===== src/rtl/cdr_ctrl_pkg.sv =====
// Shared types and widths for the CDR lock sequencer.
package cdr_ctrl_pkg;

   localparam int unsigned TIMER_W = 16;
   localparam int unsigned RETRY_W = 4;

   typedef enum logic [2:0] {
      ST_IDLE    = 3'd0,
      ST_RESET   = 3'd1,
      ST_ACQUIRE = 3'd2,
      ST_LOCKED  = 3'd3,
      ST_BACKOFF = 3'd4,
      ST_FAIL    = 3'd5
   } state_e;

endpackage


===== src/rtl/cdr_lock_ctrl.sv =====
// CDR bring-up sequencer: reset hold, timed acquisition with bounded retries,
// filtered lock-loss detection and qualified lock/valid reporting.
module cdr_lock_ctrl
   import cdr_ctrl_pkg::*;
#(
   parameter int unsigned RST_HOLD_CYC    = 4,
   parameter int unsigned ACQ_TIMEOUT_CYC = 1024,
   parameter int unsigned LOSS_FILTER_CYC = 8,
   parameter int unsigned BACKOFF_CYC     = 16,
   parameter int unsigned MAX_RETRIES     = 3
) (
   input  logic               i_clk_ref,
   input  logic               i_rst_n,
   input  logic               i_enable,
   input  logic               i_hs_mode_req,
   input  logic               i_cdr_lock,
   input  logic               i_cdr_data_valid,
   input  logic               i_clear_fail,
   output logic               o_cdr_rst_n,
   output logic               o_cdr_hs_mode,
   output logic               o_locked,
   output logic               o_rx_valid,
   output logic               o_fail,
   output logic [RETRY_W-1:0] o_retry_cnt,
   output logic [2:0]         o_state
);

   // Timer value on the last cycle of each timed interval
   localparam logic [TIMER_W-1:0] RST_LAST  = TIMER_W'(RST_HOLD_CYC - 1);
   localparam logic [TIMER_W-1:0] ACQ_LAST  = TIMER_W'(ACQ_TIMEOUT_CYC - 1);
   localparam logic [TIMER_W-1:0] LOSS_LAST = TIMER_W'(LOSS_FILTER_CYC - 1);
   localparam logic [TIMER_W-1:0] BKO_LAST  = TIMER_W'(BACKOFF_CYC - 1);
   localparam logic [RETRY_W-1:0] RETRY_MAX = RETRY_W'(MAX_RETRIES);

   state_e               state_q, state_d;
   logic [TIMER_W-1:0]   timer_q, timer_d;
   logic [RETRY_W-1:0]   retry_q, retry_d;
   logic                 hs_mode_q, hs_mode_d;
   logic                 cdr_rst_n_q, cdr_rst_n_d;
   logic                 locked_q, locked_d;
   logic                 fail_q, fail_d;
   logic                 timer_clr;
   logic                 mode_chg;

   always_ff @(posedge i_clk_ref or negedge i_rst_n) begin
      if (!i_rst_n) begin
         state_q     <= ST_IDLE;
         timer_q     <= '0;
         retry_q     <= '0;
         hs_mode_q   <= 1'b0;
         cdr_rst_n_q <= 1'b0;
         locked_q    <= 1'b0;
         fail_q      <= 1'b0;
      end else begin
         state_q     <= state_d;
         timer_q     <= timer_d;
         retry_q     <= retry_d;
         hs_mode_q   <= hs_mode_d;
         cdr_rst_n_q <= cdr_rst_n_d;
         locked_q    <= locked_d;
         fail_q      <= fail_d;
      end
   end

   always_comb begin
      state_d   = state_q;
      retry_d   = retry_q;
      hs_mode_d = hs_mode_q;
      timer_clr = 1'b0;
      mode_chg  = (i_hs_mode_req != hs_mode_q) &&
                  (state_q inside {ST_RESET, ST_ACQUIRE, ST_LOCKED, ST_BACKOFF});

      if (!i_enable) begin
         state_d = ST_IDLE;
      end else if (mode_chg) begin
         state_d   = ST_RESET;
         hs_mode_d = i_hs_mode_req;
         retry_d   = '0;
         timer_clr = 1'b1;
      end else begin
         unique case (state_q)
            ST_IDLE: begin
               state_d   = ST_RESET;
               hs_mode_d = i_hs_mode_req;
               retry_d   = '0;
            end
            ST_RESET: begin
               if (timer_q == RST_LAST) state_d = ST_ACQUIRE;
            end
            ST_ACQUIRE: begin
               // Lock has priority over a coincident timeout
               if (i_cdr_lock) begin
                  state_d = ST_LOCKED;
               end else if (timer_q == ACQ_LAST) begin
                  if (retry_q == RETRY_MAX) begin
                     state_d = ST_FAIL;
                  end else begin
                     state_d = ST_BACKOFF;
                     retry_d = retry_q + RETRY_W'(1);
                  end
               end
            end
            ST_LOCKED: begin
               // Timer doubles as the consecutive-lock-low counter here
               if (i_cdr_lock) begin
                  timer_clr = 1'b1;
               end else if (timer_q == LOSS_LAST) begin
                  state_d = ST_RESET;
                  retry_d = '0;
               end
            end
            ST_BACKOFF: begin
               if (timer_q == BKO_LAST) state_d = ST_ACQUIRE;
            end
            ST_FAIL: begin
               if (i_clear_fail) state_d = ST_IDLE;
            end
            default: state_d = ST_IDLE;
         endcase
      end

      if (timer_clr || (state_d != state_q)) begin
         timer_d = '0;
      end else if (timer_q == '1) begin
         timer_d = timer_q;
      end else begin
         timer_d = timer_q + TIMER_W'(1);
      end

      cdr_rst_n_d = (state_d == ST_ACQUIRE) || (state_d == ST_LOCKED);
      locked_d    = (state_d == ST_LOCKED);
      fail_d      = (state_d == ST_FAIL);
   end

   assign o_cdr_rst_n   = cdr_rst_n_q;
   assign o_cdr_hs_mode = hs_mode_q;
   assign o_locked      = locked_q;
   assign o_rx_valid    = locked_q & i_cdr_data_valid;
   assign o_fail        = fail_q;
   assign o_retry_cnt   = retry_q;
   assign o_state       = state_q;

endmodule


===== config.mk =====
export PLATFORM = sky130hd
export DESIGN_NAME = cdr_lock_ctrl
export DESIGN_NICKNAME = d
export VERILOG_FILES = /design/src/rtl/cdr_ctrl_pkg.sv /design/src/rtl/cdr_lock_ctrl.sv
export SDC_FILE = /design/constraint.sdc
export NUM_CORES = 1
export LEC_CHECK = 0
export CAP_MARGIN = 40
export CORE_ASPECT_RATIO = 1.4
export CORE_MARGIN = 5
export CORE_UTILIZATION = 40
export CTS_CLUSTER_DIAMETER = 200
export DETAILED_ROUTE_END_ITERATION = 6
export PLACE_DENSITY_LB_ADDON = 0.08
export SLEW_MARGIN = 20
export SYNTH_ARGS = -nofsm -noshare
export SYNTH_HDL_FRONTEND = slang
export SYNTH_SLANG_ARGS = --single-unit
export TNS_END_PERCENT = 30

===== constraint.sdc =====
create_clock -name i_clk_ref -period 7.1 [get_ports i_clk_ref]
set_clock_uncertainty 0.2 [all_clocks]
set_input_delay 1.42 -clock i_clk_ref [delete_from_list [all_inputs] [get_ports i_clk_ref]]
set_output_delay 1.42 -clock i_clk_ref [all_outputs]
set_load 0.05 [all_outputs]

==> results of run 1 <==
[routing by layer]
| layer | routed length, µm | share of wire | track usage |
|---|---|---|---|
| met1 | 1600 | 0.38 | 0.151 |
| met4 | 58 | 0.014 | 0.0665 |
| met5 | 0 | 0 | 0 |
| met2 | 2390 | 0.57 | 0.315 |
| met3 | 116 | 0.028 | 0.0252 |
[cells in the mapped netlist, types with 2 or more instances]
master    instances  area, µm²
and2_1            2       12.5
inv_1             5       18.8
buf_2             3       15.0
nor2b_1           5       31.3
ha_1              2       25.0
nand2_1          17       63.8
o21ai_0          13       65.1
o211ai_1          2       15.0
mux2i_1           2       20.0
dfrtp_1          27        676
nand2b_1          5       31.3
nor3_1           21        105
nand4_1           7       43.8
nor2_1           11       41.3
nand3_1           9       45.0
buf_6             3       33.8
a21oi_1           7       35.0
o22ai_1           2       12.5
xnor2_1          10       87.6
xor2_1            6       52.6
a21boi_0          2       15.0
and4_1            5       43.8
nor3b_2           2       25.0
[worst min-delay path by stage]
| stage | end | startpoint | cells after the start |
|---|---|---|---|
| 6_report | o_retry_cnt[3]$_DFFE_PN0P_ | o_retry_cnt[3]$_DFFE_PN0P_ | 1 |
| 5_1_grt | o_retry_cnt[3]$_DFFE_PN0P_ | o_retry_cnt[3]$_DFFE_PN0P_ | 1 |
| 4_1_cts | o_retry_cnt[3]$_DFFE_PN0P_ | o_retry_cnt[3]$_DFFE_PN0P_ | 1 |
| 3_5_place_dp | o_retry_cnt[3]$_DFFE_PN0P_ | o_retry_cnt[3]$_DFFE_PN0P_ | 1 |
| 3_3_place_gp | o_retry_cnt[3]$_DFFE_PN0P_ | o_retry_cnt[3]$_DFFE_PN0P_ | 1 |
| 2_1_floorplan | timer_q[0]$_DFFE_PN0P_ | timer_q[0]$_DFFE_PN0P_ | 2 |
[per-stage QoR]
stage                     cell area, µm²  std cells
after floorplan                     1810        199
after global placement              2020        273
after detailed placement            2020        273
after CTS                           2070        277
after global routing                2070        277
final                               2070        277
[power by group]
part           switching (µW)  internal, µW  leakage, µW
Sequential               10.9           160     0.000370
Clock                    51.8          39.9    0.0000217
Combinational            44.6          28.4     0.000383
[flip-flops by register name (all words and copies together), names as in the netlist]
| name | flops |
|---|---|
| o_state | 3 |
| o_retry_cnt | 4 |
| o_fail | 1 |
| o_locked | 1 |
| o_cdr_rst_n | 1 |
| timer_q | 16 |
| o_cdr_hs_mode | 1 |
[critical path: stages]
cell             delay, ps
clkdlybuf4s50_1        450
and2_1                 110
clkdlybuf4s50_1        790
[layout by cell type, fill, tap and decap left out, drive strengths merged, types with 2 or more instances in the layout]
master,count
mux2i,2
nand2b,5
nand3,9
inv,5
and2,2
nand2,17
nand4,7
o22ai,2
o21ai,14
xnor2,11
xor2,6
a21oi,8
o211ai,3
a21boi,2
nor2,11
nor2b,5
ha,2
nor4,3
and3,2
nor3,21
dfrtp,27
and4,6
nor3b,3
clkbuf,3
clkdlybuf4s50,18
[final cells by class]
type                       count  area [µm²]
fill                         473        2400
tap                           62        77.6
sequential                    27         676
inverter                       5        18.8
multi-input combinational    160        1060
timing repair buffer          19         188
clock buffer                   3        41.3
clock inverter                 1        7.51
[cell families after synthesis]
| kind of cell | Yosys count | share of synthesized area |
|---|---|---|
| AND/OR/NAND/NOR | 97 | 0.315 |
| buffers and inverters | 12 | 0.0395 |
| adder cells (fa/ha/maj) | 2 | 0.0139 |
| multiplexers | 3 | 0.0173 |
| AO/OA/AOI/OAI | 41 | 0.154 |
| flip-flops | 27 | 0.374 |
| XOR/XNOR | 17 | 0.0866 |
==> results.json, run 1 <==
{
  "vdd_drop_max_mv": 0.0833,
  "finish.utilization": 0.463,
  "hold_violations": 0,
  "crit_end": "o_rx_valid",
  "syn_avg_cell_area_um2": 9.07,
  "cp-start-kind": "primary input",
  "clkSlewWorstSetupHoldPaths_ps": 100,
  "yosys_warnings": 0,
  "tightest_slew_ps": 702,
  "cts_root_buf": "clkbuf_8",
  "syn_to_final_growth_pct": 14.5,
  "rrSetupSlack_ps": 4280,
  "grt_pass1_vias": 1604,
  "fin_hold_ws_ps": 310,
  "setup_viol": 0,
  "rows": 29,
  "rsz0062_at_grt": "no",
  "die_y_um": 89.5,
  "drive_gt1_frac": 0.0837,
  "grt_use_total": 0.156,
  "arrival_ps": 2770,
  "layout.nets": 225,
  "synth-edff-count": 0,
  "gp_congestion": 0.849,
  "synth-seq-area-share": 0.374,
  "cts_tree": "yes",
  "crit_path_start": "i_cdr_data_valid",
  "antenna_found_initial": 0,
  "clock_path_buffers": 2,
  "path_max_fanout": 1,
  "die_x_um": 66.8,
  "initial_core_util": 0.405,
  "timing.final.ws_setup_ps": 2710,
  "tns_ps": 0,
  "status": "complete, no violations",
  "cp-end-kind": "primary output",
  "cts_buffers": 3,
  "dieArea_um2": 5980,
  "detail-route-antenna-nets": 0,
  "postCtsHoldBufs": 0,
  "synth_cells": 199,
  "grt_first_pass_wirelength_um": 7200,
  "grt_max_degree": 28,
  "syn-num-nets": 208,
  "leakage_uw": 0.000775,
  "portBuffers": 18,
  "period_share": 0.618,
  "post_cts_resized": 0,
  "slew_headroom": 0.530,
  "dr_total_vias": 1540,
  "clock-sinks": 27,
  "htreeDepth": 1,
  "drv_slew": 0,
  "drt-pass1-iter-count": 4,
  "io_pins": 19,
  "reg2reg_to": "timer_q[13]$_DFFE_PN0P_",
  "clock_latency_ps": 280,
  "wire_per_inst_um": 15.0,
  "hold_class": "reg2reg",
  "period_needed_ps": 4390,
  "ys_async_sr_fraction": 1.00,
  "postCtsSetupBuffers": 0,
  "maxCapViolCount": 0,
  "drc_errors": 0,
  "critPathKind": "in2out",
  "drt_iter0_markers": 91,
  "r2r_start": "timer_q[0]$_DFFE_PN0P_",
  "dp_hpwl_um": 3200,
  "overflow": 0,
  "viasPerCell": 5.56,
  "syn_area_um2": 1810,
  "critPathRequiredTime_ps": 5480,
  "reg2reg_depth": 7,
  "fmax_mhz": 228,
  "core-area_um2": 4460,
  "diodes": 0,
  "pre_cts_ws_ps": 2700,
  "ys_seq_elements": 27,
  "total_power_uw": 335,
  "synth-main-ff-cell": "dfrtp_1",
  "power.density_nw_per_um2": 162,
  "routed_wl_um": 4160,
  "ys_types": 54
}
Power figures use the tool's default switching activity.
==> run 2, diff against run 1 <==
==> constraint.sdc (replaced) <==
create_clock -name i_clk_ref -period 4.2 [get_ports i_clk_ref]
set_clock_uncertainty 0.2 [all_clocks]
set_input_delay 0.84 -clock i_clk_ref [delete_from_list [all_inputs] [get_ports i_clk_ref]]
set_output_delay 0.84 -clock i_clk_ref [all_outputs]
set_load 0.05 [all_outputs]
==> run 2 against run 1 <==
- clock power rose by 67%
- clock-buffer cell count stayed put
- sequential power rose by 69%
- power rose by 68%
- largest power group unchanged
- first-iteration DRC count is 24% lower
- core utilization unchanged
==> results.json, run 2 (synthesis gave the netlist of run 1 again) <==
{
  "antenna_found_initial": 0,
  "io_pins": 19,
  "period_share": 0.768,
  "period_needed_ps": 3220,
  "setup_viol": 0,
  "finish.utilization": 0.463,
  "swShare": 0.316,
  "critPathKind": "in2out",
  "hold_class": "reg2reg",
  "multi_input_area_um2": 1060,
  "dr_total_vias": 1557,
  "path_max_fanout": 1,
  "arrival_ps": 2180,
  "power.density_nw_per_um2": 273,
  "postCtsSetupBuffers": 0,
  "clock_latency_ps": 280,
  "portBuffers": 18,
  "cts_root_buf": "clkbuf_8",
  "p_switching_uw": 179,
  "core-area_um2": 4460,
  "largest_reg_flops": 16,
  "p_clk_frac": 0.270,
  "postCtsHoldBufs": 0,
  "layout.nets": 225,
  "leakage_uw": 0.000775,
  "gp_congestion": 0.851,
  "tightest_slew_ps": 691,
  "die_x_um": 66.8,
  "clock-sinks": 27,
  "reg2reg_to": "timer_q[6]$_DFFE_PN0P_",
  "drive_gt1_frac": 0.0837,
  "critPathRequiredTime_ps": 3160,
  "dp_hpwl_um": 3150,
  "rsz0062_at_grt": "no",
  "diodes": 0,
  "p_comb_frac": 0.218,
  "clkSlewWorstSetupHoldPaths_ps": 90,
  "fmax_mhz": 310,
  "cts_tree": "yes",
  "wire_per_inst_um": 15.0,
  "drv_slew": 0,
  "wl_met3_um": 163,
  "rrSetupSlack_ps": 1400,
  "fin_hold_ws_ps": 317,
  "register_area_um2": 676,
  "post_cts_resized": 0,
  "regMostFlops": "timer_q",
  "initial_core_util": 0.405,
  "layout_common_cells": "27 x dfrtp_1, 21 x nor3_1, 18 x clkdlybuf4s50_1, 17 x nand2_1, 13 x o21ai_0",
  "fill_cells": 448,
  "routed_wl_um": 4150,
  "rows": 29,
  "drt-pass1-iter-count": 4,
  "vdd_drop_max_mv": 0.119,
  "r2r_start": "timer_q[0]$_DFFE_PN0P_",
  "drt-met1-wl_um": 1560,
  "crit_path_start": "i_cdr_data_valid",
  "grt_max_degree": 28,
  "htreeDepth": 1,
  "status": "complete, no violations",
  "wl_met2_um": 2370,
  "cp-start-kind": "primary input",
  "power.internal_uw": 386,
  "grt_pass1_vias": 1490,
  "slew_headroom": 0.538,
  "highest_layer": "met4",
  "drt_iter0_markers": 69,
  "cp-end-kind": "primary output",
  "tns_ps": 0,
  "clock_path_buffers": 2,
  "die_y_um": 89.5,
  "viasPerCell": 5.62,
  "cts_buffers": 3,
  "grt_first_pass_wirelength_um": 7030,
  "seq_power_share": 0.512,
  "hold_path_depth": 1,
  "drc_errors": 0,
  "hold_violations": 0,
  "detail-route-antenna-nets": 0,
  "overflow": 0,
  "maxCapViolCount": 0,
  "syn_to_final_growth_pct": 14.5,
  "crit_end": "o_rx_valid",
  "grt_use_total": 0.153,
  "final_common_cell": "dfrtp_1",
  "dieArea_um2": 5980,
  "reg2reg_depth": 7
}
run 2: cell counts in the layout (fill, tap and decap cells not counted):
No cell type changed its count.
run 2: power groups by stage:
stage / combinational (µW) / sequential (µW) / clock [µW]
after floorplan: 87.0 / 297 / 0
after global placement: 122 / 293 / 0
after detailed placement: 125 / 294 / 0
after CTS: 126 / 289 / 164
after global routing: 137 / 292 / 174
final: 123 / 289 / 153
run 2: worst min-delay path by stage:
| stage | start | end | slack (ps) |
|---|---|---|---|
| detailed placement | o_retry_cnt[3]$_DFFE_PN0P_ | o_retry_cnt[3]$_DFFE_PN0P_ | 310 |
| global placement | o_retry_cnt[3]$_DFFE_PN0P_ | o_retry_cnt[3]$_DFFE_PN0P_ | 300 |
| CTS | o_retry_cnt[3]$_DFFE_PN0P_ | o_retry_cnt[3]$_DFFE_PN0P_ | 330 |
| global route | o_retry_cnt[3]$_DFFE_PN0P_ | o_retry_cnt[3]$_DFFE_PN0P_ | 350 |
| finish | o_retry_cnt[3]$_DFFE_PN0P_ | o_retry_cnt[3]$_DFFE_PN0P_ | 320 |
| floorplan | i_rst_n | o_cdr_hs_mode$_DFFE_PN0P_ | 340 |
run 2: layout make-up:
type / instances / area share
Multi-Input combinational cell: 160 / 0.512
Timing Repair Buffer: 19 / 0.0908
Clock inverter: 1 / 0.00363
Clock buffer: 3 / 0.0200
Tap cell: 62 / 0.0375
Sequential cell: 27 / 0.327
Inverter: 5 / 0.00908
run 2: through the flow:
step	total power [µW]	worst slack (ps)	instance area [µm²]	std cells
CTS	578	969	2070	277
detailed placement	420	790	2020	273
finish	565	976	2070	277
global placement	415	789	2020	273
floorplan	384	1610	1810	199
global route	602	954	2070	277
run 2: worst max-delay path: stages:
cell	delay, ps
clkdlybuf4s50_1	440
and2_1	100
clkdlybuf4s50_1	800
run 2: per-layer routing:
| metal | global-route usage | up-vias |
|---|---|---|
| li1 | - | 761 |
| met1 | 0.159 | 744 |
| met5 | 0 | - |
| met4 | 0.0444 | 0 |
| met3 | 0.0214 | 8 |
| met2 | 0.310 | 44 |
